<file path="config.mk">
export PLATFORM = sky130hd
export DESIGN_NAME = rf_write_arbiter
export DESIGN_NICKNAME = d
export VERILOG_FILES = /design/src/rtl/rf_write_arbiter.sv
export SDC_FILE = /design/constraint.sdc
export NUM_CORES = 1
export LEC_CHECK = 0
export BUFFER_PORTS_ARGS = -buffer_cell sky130_fd_sc_hd__buf_4
export CORE_ASPECT_RATIO = 1.4
export CORE_UTILIZATION = 58
export DETAILED_ROUTE_END_ITERATION = 7
export PLACE_DENSITY = 0.86
export SLEW_MARGIN = 10
export SYNTH_ARGS = -nofsm -noshare
export SYNTH_HDL_FRONTEND = slang
export SYNTH_SLANG_ARGS = --single-unit
export TNS_END_PERCENT = 10
</file>
<file path="constraint.sdc">
create_clock -name clk -period 5.5 [get_ports clk]
set_input_delay 0.825 -clock clk [delete_from_list [all_inputs] [get_ports clk]]
set_output_delay 0.825 -clock clk [all_outputs]
set_load 0.01 [all_outputs]
</file>
<file path="src/rtl/rf_write_arbiter.sv">
// Merges a priority ALU result stream and a FIFO-buffered load stream onto the register-file write port.
// One registered write per cycle; ALU stalls on a full FIFO or a pending-load WAW hit, loads stall only when full.
module rf_write_arbiter #(
  parameter int DEPTH = 4,
  parameter int XLEN  = 32
) (
  input  logic            clk,
  input  logic            rst,
  input  logic            alu_valid,
  input  logic [4:0]      alu_rd,
  input  logic [XLEN-1:0] alu_data,
  output logic            alu_ready,
  input  logic            ld_valid,
  input  logic [4:0]      ld_rd,
  input  logic [XLEN-1:0] ld_data,
  output logic            ld_ready,
  output logic [4:0]      A3,
  output logic [XLEN-1:0] WD3,
  output logic            WE3,
  output logic [31:0]     pending,
  output logic            busy
);

  localparam int PW = (DEPTH > 1) ? $clog2(DEPTH) : 1;
  localparam int CW = $clog2(DEPTH + 1);
  localparam logic [CW-1:0] FULL = CW'(DEPTH);

  logic [PW-1:0]   wr_ptr_q, wr_ptr_d;
  logic [PW-1:0]   rd_ptr_q, rd_ptr_d;
  logic [CW-1:0]   count_q, count_d;
  logic [4:0]      rd_mem_q   [DEPTH];
  logic [XLEN-1:0] data_mem_q [DEPTH];
  logic [4:0]      a3_q, a3_d;
  logic [XLEN-1:0] wd3_q, wd3_d;
  logic            we3_q, we3_d;

  logic [31:0]     pending_c;
  logic [PW-1:0]   scan_idx;
  logic            full;
  logic            alu_wr;
  logic            push;
  logic            pop;

  // Scan live entries starting at the head so pending tracks exactly what is queued.
  always_comb begin
    pending_c = '0;
    scan_idx  = '0;
    for (int i = 0; i < DEPTH; i++) begin
      scan_idx = rd_ptr_q + PW'(i);
      if (CW'(i) < count_q) begin
        pending_c[rd_mem_q[scan_idx]] = 1'b1;
      end
    end
    pending_c[0] = 1'b0;
  end

  assign full      = (count_q == FULL);
  assign ld_ready  = !full;
  assign alu_ready = !full && !((alu_rd != 5'd0) && pending_c[alu_rd]);

  assign alu_wr = alu_valid && alu_ready && (alu_rd != 5'd0);
  assign push   = ld_valid && ld_ready && (ld_rd != 5'd0);
  // A zero-rd ALU result takes no port slot, so the head may still drain.
  assign pop    = !alu_wr && (count_q != '0);

  always_comb begin
    wr_ptr_d = wr_ptr_q;
    rd_ptr_d = rd_ptr_q;
    count_d  = count_q;
    a3_d     = a3_q;
    wd3_d    = wd3_q;
    we3_d    = 1'b0;

    if (alu_wr) begin
      a3_d  = alu_rd;
      wd3_d = alu_data;
      we3_d = 1'b1;
    end else if (pop) begin
      a3_d  = rd_mem_q[rd_ptr_q];
      wd3_d = data_mem_q[rd_ptr_q];
      we3_d = 1'b1;
    end

    if (push) wr_ptr_d = wr_ptr_q + PW'(1);
    if (pop)  rd_ptr_d = rd_ptr_q + PW'(1);

    case ({push, pop})
      2'b10:   count_d = count_q + CW'(1);
      2'b01:   count_d = count_q - CW'(1);
      default: count_d = count_q;
    endcase
  end

  always_ff @(posedge clk or negedge rst) begin
    if (!rst) begin
      wr_ptr_q <= '0;
      rd_ptr_q <= '0;
      count_q  <= '0;
      a3_q     <= '0;
      wd3_q    <= '0;
      we3_q    <= 1'b0;
    end else begin
      wr_ptr_q <= wr_ptr_d;
      rd_ptr_q <= rd_ptr_d;
      count_q  <= count_d;
      a3_q     <= a3_d;
      wd3_q    <= wd3_d;
      we3_q    <= we3_d;
    end
  end

  // Entry storage needs no reset: count gates every read of it.
  always_ff @(posedge clk) begin
    if (push) begin
      rd_mem_q[wr_ptr_q]   <= ld_rd;
      data_mem_q[wr_ptr_q] <= ld_data;
    end
  end

  assign A3      = a3_q;
  assign WD3     = wd3_q;
  assign WE3     = we3_q;
  assign pending = pending_c;
  assign busy    = (count_q != '0) || we3_q;

endmodule

</file>
Word-level counts from Yosys, hierarchy flattened

Memories as Yosys holds them, arrays and structs flattened.
Cells that the tools add are included.

Add/subtract/negate cells: 6
Order comparisons: 13
Eq/ne operators: 3
Multiplexer cells: 23
Bitwise gates (word level): 3
Reduce and logical (&&, ||, !) cells: 20

Operator list:

| operator                                                              | count |
|---|---|
| 32-bit 2-to-1 mux                                                     | 6 |
| 32-bit OR                                                             | 3 |
| 5-bit by 6-bit < comparator with 1-bit output, second input constant  | 5 |
| 1-bit demux with 5-bit select                                         | 4 |
| 5-bit by 1-bit >= comparator with 1-bit output, second input constant | 4 |
| 1-bit logical AND                                                     | 11 |
| 5-bit 2-to-1 mux                                                      | 2 |
| 5-bit nonzero test                                                    | 2 |
| 1-bit 2-to-1 mux                                                      | 9 |
| 1-bit by 3-bit < comparator with 1-bit output, first input constant   | 2 |
| 2-bit by 3-bit < comparator with 1-bit output, first input constant   | 2 |
| 3-bit one-hot mux with 2 select lines                                 | 1 |
| 1-bit binary-select mux with 5-bit select                             | 1 |
| 2-bit by 1-bit adder with 2-bit output, second input constant         | 2 |
| 2-bit adder, second input constant                                    | 2 |
| 2-bit nonzero test                                                    | 2 |
| 3-bit by 1-bit adder with 3-bit output, second input constant         | 1 |
| 3-bit == test, second input constant                                  | 1 |
| 1-bit zero test                                                       | 3 |
| 3-bit nonzero test                                                    | 1 |
| 3-bit by 1-bit subtractor with 3-bit output, second input constant    | 1 |
| 2-bit by 1-bit == test with 1-bit output, second input constant       | 1 |
| 2-bit == test, second input constant                                  | 1 |
| 1-bit logical OR                                                      | 1 |

Register bits: 45
RAM bits: 148
Input bits: 78
Output and inout bits: 73
Word-level logic and storage cells: 76
Memories: 2

Memories:

| name       | depth | bits a word | read ports | clocked after memory_dff | write ports | RTL line | source |
|---|---|---|---|---|---|---|---|
| data_mem_q | 4     | 32          | 1          | 0                        | 1           | 32       | `logic [XLEN-1:0] data_mem_q [DEPTH];` |
| rd_mem_q   | 4     | 5           | 4          | 0                        | 1           | 31       | `logic [4:0] rd_mem_q [DEPTH];` |

Depth between registers and ports, before layout

Gate-level depths: netlist of the first run.
An unclocked memory read counts as a cell.

Depth in word-level cells: 23
Mapped depth: 16
Depth with buffers taken out: 14

Least setup slack after synthesis of the first run

No wires, ideal clock.

Kind: reg-to-output
Start point: reg rd_ptr_q[1]
End point: out alu_ready
Arrival: 3.103 ns
Path slack: 1.572 ns
Cell stages (with the launch flop): 11
Buffers on the path: 2
Cell sequence: dfrtp_1 -> buf_4 -> buf_2 -> mux4_2 -> or4b_1 -> o22ai_1 -> and3b_1 -> mux4_2 -> o22ai_1 -> nor3_1 -> o31a_1

Longest elaborated chain between the ends: 17
Elaborated cells between the ends (all ways): 36

Ends and longest elaborated chain:

| what                                                                                              | RTL line | source |
|---|---|---|
| start, declared                                                                                   | 29       | `logic [PW-1:0] rd_ptr_q, rd_ptr_d;` |
| start signal, assigned                                                                            | 104      | `rd_ptr_q <= rd_ptr_d;` |
| 2-bit by 1-bit adder with 2-bit output or memory 4 x 5 bit (tied branches)                        | -        |  |
| memory 4 x 5 bit (*)                                                                              | -        |  |
| 5-bit by 6-bit < comparator with 1-bit output (implied by the code), or another cell as far along | 51       | `pending_c[rd_mem_q[scan_idx]] = 1'b1;` |
| 1-bit logical AND (implied by the code) or 1-bit 2-to-1 mux (tied branches)                       | 51       |  |
| 1-bit 2-to-1 mux (implied by the code) or 1-bit demux with 5-bit select (tied branches)           | 51       |  |
| 1-bit demux with 5-bit select or 32-bit 2-to-1 mux (tied branches)                                | 51, 50   |  |
| 32-bit OR (no line)                                                                               | -        |  |
| 32-bit 2-to-1 mux                                                                                 | 50       | `if (CW'(i) < count_q) begin` |
| 32-bit OR (no line)                                                                               | -        |  |
| 32-bit 2-to-1 mux                                                                                 | 50       |  |
| 32-bit OR (no line)                                                                               | -        |  |
| 32-bit 2-to-1 mux (*)                                                                             | 50       |  |
| 1-bit binary-select mux with 5-bit select (*)                                                     | 59       | `assign alu_ready = !full && !((alu_rd != 5'd0) && pending_c[alu_rd]);` |
| 1-bit 2-to-1 mux (implied by the code) (*)                                                        | 59       |  |
| 1-bit logical AND (*)                                                                             | 59       |  |
| 1-bit zero test (*)                                                                               | 59       |  |
| 1-bit logical AND (*)                                                                             | 59       |  |
| end, declared                                                                                     | 12       | `output logic alu_ready,` |

Every way passes the cells marked *; elsewhere a longest branch is shown, timed or not. The select of a mux whose other input is x is not followed.

Worst setup path after layout of the first run

Same ends and word-level chain as after synthesis.

==> results of run 1 <==
==> synthesized netlist by cell type (5+ instances only) <==
cell type	n	area (sq um)
edfxtp_1	148	4440
nand2_1	137	514
mux4_2	60	1350
dfrtp_1	45	1130
mux2_1	32	360
inv_1	24	90.1
nor2_1	24	90.1
nor2b_1	21	131
nand2b_1	17	106
clkbuf_1	16	60.1
and2_1	15	93.8
o22ai_1	13	81.3
nand3_1	12	60.1
a22oi_1	9	67.6
ha_1	9	113
nor3_1	9	45.0
a211oi_1	7	52.6
a21oi_1	7	35.0
buf_1	7	26.3
a221oi_1	6	52.6
o211ai_1	6	45.0
or2_2	6	37.5
a32oi_1	5	43.8
nand3b_1	5	37.5
nand4_1	5	31.3
nand4b_1	5	43.8
nor4_1	5	31.3
==> flip-flops by register name, indices dropped and copies added (netlist names) <==
register and count:
data_mem_q 128, count_q 3, WE3 1, WD3 32, A3 5, rd_ptr_q 2
wr_ptr_q 2, rd_mem_q 20
==> cell type report <==
type / instances / area share (%)
repair buffers: 165 / 10.4
inverters: 25 / 0.790
well taps: 203 / 2.14
clock inverters: 15 / 1.41
multi-input cells: 492 / 34.8
flip-flops and latches: 193 / 46.9
clock buffers: 17 / 3.58
==> power groups by stage <==
| stage | clock, mW | combinational, mW | sequential [mW] |
|---|---|---|---|
| after floorplan | 0 | 2.31 | 2.22 |
| after global placement | 0 | 3.56 | 2.24 |
| after detailed placement | 0 | 3.60 | 2.27 |
| after CTS | 1.23 | 3.64 | 2.25 |
| after global routing | 1.27 | 3.92 | 2.29 |
| final | 1.22 | 3.67 | 2.25 |
==> worst paths after layout <==
| check | start | end | slack [ns] | depth (start not counted) |
|---|---|---|---|---|
| setup / recovery | rd_ptr_q[1] | alu_ready | 0.48 | 10 |
| hold / removal | rst | WD3[14] | 0.41 | 1 |
| setup reg to reg | rd_ptr_q[1] | count_q[2] | 0.86 | 13 |
| hold reg to reg | WD3[22] | WD3[22] | 0.58 | 3 |
| max in group asynchronous | rst | rd_ptr_q[0] | 4.57 | 1 |
| min in group clk | WD3[22] | WD3[22] | 0.58 | 3 |
==> stage by stage <==
step,hold slack (ns),cell area (sq um),std cells
after global placement,0.559,11300,1078
after floorplan,0.529,9960,744
final,0.407,11900,1110
after global routing,0.443,11900,1110
after CTS,0.421,11900,1110
after detailed placement,0.573,11300,1078
==> critical path: cells and delay by family, from the launching register on <==
kind | cells | cell delay, ns
buffers and inverters | 3 | 0.80
AO/OA/AOI/OAI | 3 | 0.96
flip-flops | 1 | 0.53
multiplexers | 2 | 0.93
AND/OR/NAND/NOR | 2 | 0.54
==> routing by layer <==
metal / GRT usage, % / wire length, microns
met1: 35.7 / 9570
met2: 57.0 / 14600
met3: 7.20 / 1960
met4: 20.6 / 1550
met5: 0 / 0
==> cell families after synthesis <==
logic type,Yosys count
flip-flops,193
buffers and inverters,59
adder cells (fa/ha/maj),9
XOR/XNOR,6
AND/OR/NAND/NOR,292
AO/OA/AOI/OAI,86
multiplexers,98
other,1
==> flow_summary.ini, run 1 <==
[sta]
setup_tns_ns = 0
clock_skew_ns = 0.0162
fmax_ghz = 0.199
grt_setup_unrepaired = false
setup_slack_ns = 0.483
relSlewSlack_pct = 30.4
report.final.slew_viol_count = 0
period_share_pct = 91.2
min_period_ns = 5.02
worst_pin_slew_ns = 1.04
setup_viol = 0
final-hold-violation-count = 0

[logic_synthesis]
yosys.area_share.simple_pct = 15.3
yosys_warnings = 0
syn_nets = 831
synth-async-reset-ratio_pct = 23.3
synth_fa_ha_area_share_pct = 1.13
dominantRegCellSynth = edfxtp_1
ys_ff_latch = 193
yosys-mux-area-fraction_pct = 17.8
synth-edff-count = 148
synth_top_family_by_area = multiplexers
synth_cell_type_count = 71
syn_avg_cell_area_sq_um = 13.4
synth_xor_area_share_pct = 0.528
netlist_instances = 744
synth_area_sq_um = 9960
yosysSeqAreaShare_pct = 56.0
synth_compound_area_share_pct = 6.55

[routing]
firstDrtPassIters = 6
wl_per_cell_microns = 25.0
vias_per_cell = 6.54
drc = 0
vias = 7261
dr.first_iter.drc_count = 726
drtAntennaViolNets = 0
wl_microns = 27700

[cts]
cts_setup_buffers = 0
clkTransAtPathRegs_ns = 0.08
numCtsBuffers = 17
hold_buffers = 0
cts_resized = 0
cts_num_sinks = 193
root_buffer = clkbuf_16
clock_latency_ns = 0.43
cts_tree = done
htree_levels = 4
cts_buffer_depth = 2

[run]
drv_cap = 0

[layout]
layout_commonest_cell = buf_4
final_cell_mix = 165 x buf_4, 148 x edfxtp_1, 136 x nand2_1, 60 x mux4_2, 43 x dfrtp_1
layout.nets = 981
finalCoreUtilization_pct = 71.0
syn_to_final_growth_pct = 19.4
layout-drive-gt1-share_pct = 30.7
n_antenna_cell = 0
multiInputGateArea_sq_um = 4130
nFillCells = 1128
seqCellArea_sq_um = 5580

[floorplanning]
core_sq_um = 16700
die_height_microns = 157
row_count = 56
design.die.area_sq_um = 17700
start_util_pct = 59.5
die_w_microns = 113
ioPinCount = 151

[placed_design]
port_buffers = 149
post-place-ws_ns = 0.908
dp_hpwl_microns = 19600
gp_congestion = 0.990

[power]
power_frac_comb_pct = 51.5
powerDensity_nw_per_um2 = 601
switching_share_pct = 41.5
finalPower_mw = 7.14
power.leakage_nw = 4.67
intPower_mw = 4.18
pwr-share-clk_pct = 17.0
switchingPower_mw = 2.96
seqPwrFrac_pct = 31.5
peakVddDrop_v = 0.000395

[global_route]
antenna_found_initial = 0
grt_usage_pct = 32.5
grt-ovfl-total = 0
grt_max_degree = 46
grt_pass1_vias = 7537
grt_pass1_wl_microns = 42100

[worst_setup_path]
cp.required_ns = 4.68
critPathLaunchType = register
slowest_stage = dfrtp_2
worstSetupPathType = register to output pin
cp-end-kind = output pin
arrival_ns = 4.19
max_stage_delay_ns = 0.53
worst_path_most_repeated_cell = buf_4
path_cells = buf_4, buf_4, mux4_2, nor3b_1, a221oi_1, mux4_2, o22ai_1, nor3_1, o31a_1, buf_4
crit_fanout = 21

[status]
status = finished clean

[hold_path]
hold_path.class = input pin to async pin
Power figures use the tool's default switching activity.
==> run 2, diff against run 1 <==
Settings changed: MAX_ROUTING_LAYER set to met4.
==> run 2 against run 1 <==
Flip-flop and latch count unchanged. Combinational power about the same. Sequential share of layout area up 0.059 points. Global-route usage up 2.3 points. Non-clock buffer count down 4. Sequential power about the same. Largest cell class unchanged. Largest power group unchanged.
==> flow_summary.ini, run 2 (same netlist as run 1, synthesis figures left out) <==
[layout]
syn_to_final_growth_pct = 19.2
layout.nets = 977
final_area_sq_um = 11900
layout_commonest_cell = buf_4
largest_reg_flops = 128
nFillCells = 1103
finalNonFillerCells = 1106
multiInputGateArea_sq_um = 4130
layout-drive-gt1-share_pct = 30.5
seqCellArea_sq_um = 5580
final_cell_mix = 161 x buf_4, 148 x edfxtp_1, 136 x nand2_1, 60 x mux4_2, 43 x dfrtp_1
n_antenna_cell = 0
top_register = data_mem_q

[sta]
clock_skew_ns = 0.0155
relSlewSlack_pct = 30.9
period_share_pct = 92.7
fmax_ghz = 0.196
holdWs_ns = 0.409
worst_pin_slew_ns = 1.03
setup_viol = 0
grt_setup_unrepaired = false
final-hold-violation-count = 0
min_period_ns = 5.10
setup_tns_ns = 0
report.final.slew_viol_count = 0

[placed_design]
gp_congestion = 1.02
port_buffers = 149
dp_hpwl_microns = 19400
placed_cell_area_sq_um = 11300
placedCellCount = 1074

[floorplanning]
core_sq_um = 16700
start_util_pct = 59.5
die_height_microns = 157
row_count = 56
design.die.area_sq_um = 17700
ioPinCount = 151
die_w_microns = 113

[worst_setup_path]
critPathLaunchType = register
arrival_ns = 4.27
cp.required_ns = 4.68
cp-end-kind = output pin
worstSetupPathType = register to output pin
rr_worst_depth = 12
rrSetupSlack_ns = 0.80
crit_fanout = 34

[power]
finalPower_mw = 7.18
switchingPower_mw = 3.01
pwr-share-clk_pct = 17.2
switching_share_pct = 42.0
intPower_mw = 4.17
peakVddDrop_v = 0.000469
power_frac_comb_pct = 51.1
powerDensity_nw_per_um2 = 605
seqPwrFrac_pct = 31.7
power.leakage_nw = 4.64

[cts]
clock_latency_ns = 0.44
cts_setup_buffers = 0
cts_resized = 0
root_buffer = clkbuf_16
numCtsBuffers = 17
cts_num_sinks = 193
htree_levels = 4
cts_buffer_depth = 2
clkTransAtPathRegs_ns = 0.08
cts_tree = done
hold_buffers = 0

[global_route]
grt_pass1_wl_microns = 43200
grt_pass1_vias = 7341
grt_max_degree = 46
grt-ovfl-total = 0
antenna_found_initial = 0
grt_usage_pct = 34.8

[routing]
vias = 7267
wl_microns = 28600
routed-wl-met2_microns = 15300
firstDrtPassIters = 5
dr.first_iter.drc_count = 756
vias_per_cell = 6.57
topRoutingLayerUsed = met4
drtAntennaViolNets = 0
met1_length_microns = 9910
wl_per_cell_microns = 25.9
drc = 0
wl_met3_microns = 1860

[hold_path]
hold_path.class = input pin to async pin

[run]
drv_cap = 0

[status]
status = finished clean
run 2: changes by cell type in the layout (fill, tap and decap cells not counted), sizes merged:
cell,before,now
buf,165,161
clkinv,10,7
clkinvlp,0,3
run 2: path summary, 6_finish.rpt:
kind,from,to
max in group asynchronous,rst,rd_ptr_q[0]
worst max register to register,rd_ptr_q[0],count_q[2]
worst min-delay path,rst,WD3[11]
worst min register to register,A3[4],A3[4]
min in group clk,A3[4],A3[4]
worst max-delay path,rd_ptr_q[0],alu_ready
run 2: area by class of cell:
cell class	count	share of cell area, %
Multi-Input combinational cell	492	34.8
Clock inverter	15	1.54
Timing Repair Buffer	161	10.2
Clock buffer	17	3.58
Inverter	25	0.791
Sequential cell	193	47.0
Tap cell	203	2.14
run 2: power by group through the flow:
stage / clock, mW / combinational [mW] / sequential (mW)
6_report: 1.24 / 3.67 / 2.28
5_1_grt: 1.29 / 3.91 / 2.32
4_1_cts: 1.25 / 3.61 / 2.27
3_5_place_dp: 0 / 3.56 / 2.29
3_3_place_gp: 0 / 3.55 / 2.26
2_1_floorplan: 0 / 2.31 / 2.22
run 2: worst max-delay path, stage by stage, from the launching register on:
cell and delay [ns]:
dfrtp_4 0.78, mux4_2 0.64, a21oi_1 0.51, and2_1 0.29
a211oi_1 0.11, mux4_2 0.48, o22ai_1 0.45, nor3_1 0.11
o31a_1 0.32, buf_4 0.14
run 2: routing by layer:
metal	vias to the layer above	track usage, %
li1	3146	-
met1	3595	38.3
met2	428	61.0
met3	98	5.85
met4	0	17.8
met5	-	-
run 2: through the flow:
stage	setup WS [ns]	util (%)
2_1_floorplan	1.57	-
3_3_place_gp	0.859	67.3
3_5_place_dp	0.872	67.3
4_1_cts	0.432	70.9
5_1_grt	0.221	70.9
6_report	0.401	70.9
